## src/rtl/handshake_pipe_ready_patting.sv

```systemverilog
// Two-entry valid/ready pipe stage with a registered master_ready: main_reg feeds the
// output, skid_reg absorbs the one beat that can arrive while downstream stalls.
module handshake_pipe_ready_patting #(
    parameter int DATA_W = 32
) (
    input  logic              clk,
    input  logic              rst,
    input  logic              master_valid,
    input  logic [DATA_W-1:0] master_data,
    output logic              master_ready,
    output logic              slave_valid,
    output logic [DATA_W-1:0] slave_data,
    input  logic              slave_ready,
    output logic [1:0]        occupancy
);

    localparam logic [1:0] ST_EMPTY = 2'd0;
    localparam logic [1:0] ST_BUSY  = 2'd1;
    localparam logic [1:0] ST_FULL  = 2'd2;

    logic [1:0]        state_reg;
    logic [1:0]        state_next;
    logic [DATA_W-1:0] main_reg;
    logic [DATA_W-1:0] main_next;
    logic [DATA_W-1:0] skid_reg;
    logic [DATA_W-1:0] skid_next;
    logic              master_ready_reg;
    logic              push;
    logic              pop;

    assign push = master_valid & master_ready_reg;
    assign pop  = slave_valid & slave_ready;

    always_comb begin
        state_next = state_reg;
        main_next  = main_reg;
        skid_next  = skid_reg;
        case (state_reg)
            ST_EMPTY: begin
                if (push) begin
                    main_next  = master_data;
                    state_next = ST_BUSY;
                end
            end
            ST_BUSY: begin
                if (push && !pop) begin
                    skid_next  = master_data;
                    state_next = ST_FULL;
                end else if (push && pop) begin
                    main_next  = master_data;
                end else if (pop) begin
                    state_next = ST_EMPTY;
                end
            end
            ST_FULL: begin
                // master_ready is low here, so only a pop can move the stage
                if (pop) begin
                    main_next  = skid_reg;
                    state_next = ST_BUSY;
                end
            end
            default: begin
                state_next = ST_EMPTY;
            end
        endcase
    end

    always_ff @(posedge clk) begin
        if (rst) begin
            state_reg        <= ST_EMPTY;
            main_reg         <= '0;
            skid_reg         <= '0;
            master_ready_reg <= 1'b1;
        end else begin
            state_reg        <= state_next;
            main_reg         <= main_next;
            skid_reg         <= skid_next;
            // Registered from the next state so ready never depends combinationally on inputs
            master_ready_reg <= (state_next != ST_FULL);
        end
    end

    assign master_ready = master_ready_reg;
    assign slave_valid  = (state_reg != ST_EMPTY);
    assign slave_data   = main_reg;

    always_comb begin
        occupancy = 2'd0;
        case (state_reg)
            ST_BUSY: occupancy = 2'd1;
            ST_FULL: occupancy = 2'd2;
            default: occupancy = 2'd0;
        endcase
    end

endmodule

```

## config.mk

```make
export PLATFORM = sky130hd
export DESIGN_NAME = handshake_pipe_ready_patting
export DESIGN_NICKNAME = d
export VERILOG_FILES = /design/src/rtl/handshake_pipe_ready_patting.sv
export SDC_FILE = /design/constraint.sdc
export NUM_CORES = 1
export LEC_CHECK = 0
export BUFFER_PORTS_ARGS = -buffer_cell sky130_fd_sc_hd__clkbuf_2
export CAP_MARGIN = 20
export CORE_MARGIN = 4
export CORE_UTILIZATION = 30
export DETAILED_ROUTE_END_ITERATION = 8
export RECOVER_POWER = 25
export SLEW_MARGIN = 30
export SYNTH_ARGS = -nofsm -noshare
export SYNTH_HDL_FRONTEND = slang
export SYNTH_SLANG_ARGS = --single-unit
```

## constraint.sdc

```tcl
create_clock -name clk -period 4.3 [get_ports clk]
set_input_delay 0.43 -clock clk [delete_from_list [all_inputs] [get_ports clk]]
set_output_delay 0.43 -clock clk [all_outputs]
set_load 0.05 [all_outputs]
```

==> results.toml <==
[yosys]
ys_top_cells_by_count = "nand2_1, dfxtp_1, a21oi_1, nor2_1, a311oi_2"
synth-edff-count = 0
avgSynthCellArea_um2 = 8.437
synth_area_um2 = 2826
yosys_warnings = 0
syn_inst = 335
synth-async-reset-ratio_pct = 0
synth_seq_cells = 67
synth_top_area_share_pct = 47.45
synth.area.top_cells = "dfxtp_1, nand2_1, a311oi_2"
yosysTopAreaCell = "dfxtp_1"
synth_most_common_cell = "nand2_1"
yosysUniqueCellTypes = 23
yosysSeqAreaShare_pct = 47.45
synth_ff_type = "dfxtp_1"
syn_nets = 371

[clock_network]
clkLatencyLatePin_ns = 0.34
cts_root_buf = "clkbuf_8"
cts_tree = "done"
clkSlewWorstSetupHoldPaths_ns = 0.07
hold_buffers = 0
clock_sinks = 67
clock_path_buffers = 2
cts_resized = 0
htree_levels = 3
cts_setup_buffers = 0
cts_buffers = 9

[outcome]
violations = "capacitance limit, slew limit"
status = "finished, violations left"

[critical_path]
arrival_ns = 2.69
start_kind = "flop"
cp-startpoint = "state_reg[1]$_SDFF_PP0_"
path_max_fanout = 38
cp.required_ns = 4.55
r2r-start = "state_reg[1]$_SDFF_PP0_"
critPathKind = "flop to flop"
endpoint_kind = "flop"

[power_and_ir_drop]
p_leak_nw = 1.279
power_density_nw_per_um2 = 444.9
p_total_w = 0.001491
peakVddDrop_uv = 161.8

[routing]
drt_iter0_markers = 74
ant_nets = 0
totalWireLength_mm = 6.758
dr.pass1.iters = 4
via_per_inst = 4.756
wire_per_inst_um = 13.28
drc_errors = 0
route.vias.total = 2421

[sta]
rsz0062_at_grt = "no"
final-max-slew-violation-count = 34
hold_slack_ns = 0.3206
setup_viol = 0
finalCritPeriodShare_pct = 56.83
tns_ns = 0
tightest_slew_ns = 1.709
fin_worst_skew_ns = 0.005025
fmax_ghz = 0.4092
min_period_ns = 2.444
slew_headroom_pct = -13.92
hold_viol = 0

[placement]
dpl.cell_count = 494
gp_congestion = 0.7181
dp_hpwl_mm = 4.197
io_buffers = 71

[die]
core-area_um2 = 9196
rows = 35
dieWidth_um = 105.1
fp.dieH_um = 105.1
fp.dieArea_um2 = 11040
initial_core_util_pct = 30.73
boundaryPins = 72

[job]
drv_cap = 1

[cells_and_area]
synthToLayoutAreaGrowth_pct = 18.59
layout-drive-gt1-share_pct = 24.12
final_nets = 430
post-route-util_pct = 36.45
fillers = 992
n_antenna_cell = 0
fin_cells = 509

[global_routing]
grt_first_pass_wirelength_mm = 11.16
grt_pass1_vias = 2292
track_usage_pct = 12.63
grt_max_degree = 39
grt_overflow_total = 0
antenna_found_initial = 0

[worst_hold_path]
hold_path.startpoint = "master_data[24]"
hp-class = "input port to flop"
[worst paths after layout]
check	slack, ns	to	depth (start not counted)
max	1.86	slave_data[14]$_SDFFE_PP0P_	5
min	0.32	skid_reg[24]$_SDFFE_PP0P_	3
max reg2reg	1.86	slave_data[14]$_SDFFE_PP0P_	5
min reg2reg	0.45	skid_reg[24]$_SDFFE_PP0P_	2
[area by class of cell]
type	count	area [um2]	share of cell area [%]
Clock buffer	12	135.1	4.031
Clock inverter	3	40.04	1.194
Inverter	2	7.507	0.2240
Multi-Input combinational cell	239	1335	39.83
Sequential cell	67	1341	40.02
Tap cell	111	138.9	4.143
Timing Repair Buffer	75	354.1	10.56
[through the flow]
step	cell area, um2	setup WS (ns)
after detailed placement	3211	1.804
final	3352	1.856
after floorplan	2826	2.552
after CTS	3386	1.903
after global routing	3352	1.643
after global placement	3211	1.879
[cell families after synthesis]
family          Yosys count  share of synthesized area (%)
buf+inv                  29                          5.312
compound gates           69                          23.73
simple gates            170                          23.51
flops                    67                          47.45
[worst max-delay path: stages, from the launching register on]
cell and delay, ns:
dfxtp_1 0.38, or2_0 0.32, o221ai_4 0.74, buf_4 0.54, nor2_1 0.10, a311oi_2 0.24
[power by group]
part	switching [W]	total, W	leakage (nW)	internal [W]
clock	0.000224	0.000488	0.0902	0.000264
combinational	0.000235	0.000317	0.639	0.0000818
sequential	0.0000235	0.000687	0.550	0.000663
[cells in the final DEF, fill, tap and decap left out, drive strengths merged]
cell type	count
nand3	1
or2	2
nand3b	2
bufinv	1
nand2b	1
dfxtp	67
o221ai	1
clkbuf	83
o21a	1
a311oi	32
a21o	1
nor2b	1
a211o	1
inv	2
nand2	129
nand4b	1
buf	4
nor2	33
clkinv	2
a21oi	33
[metal layers]
metal	track usage, %	up-vias	share of wire, %
met5	0	-	0
met4	3.561	0	1.0
met3	5.435	6	5.8
met2	21.17	57	47
met1	14.66	1118	46
li1	-	1240	-
No activity file was read; power rests on OpenSTA's default activity.
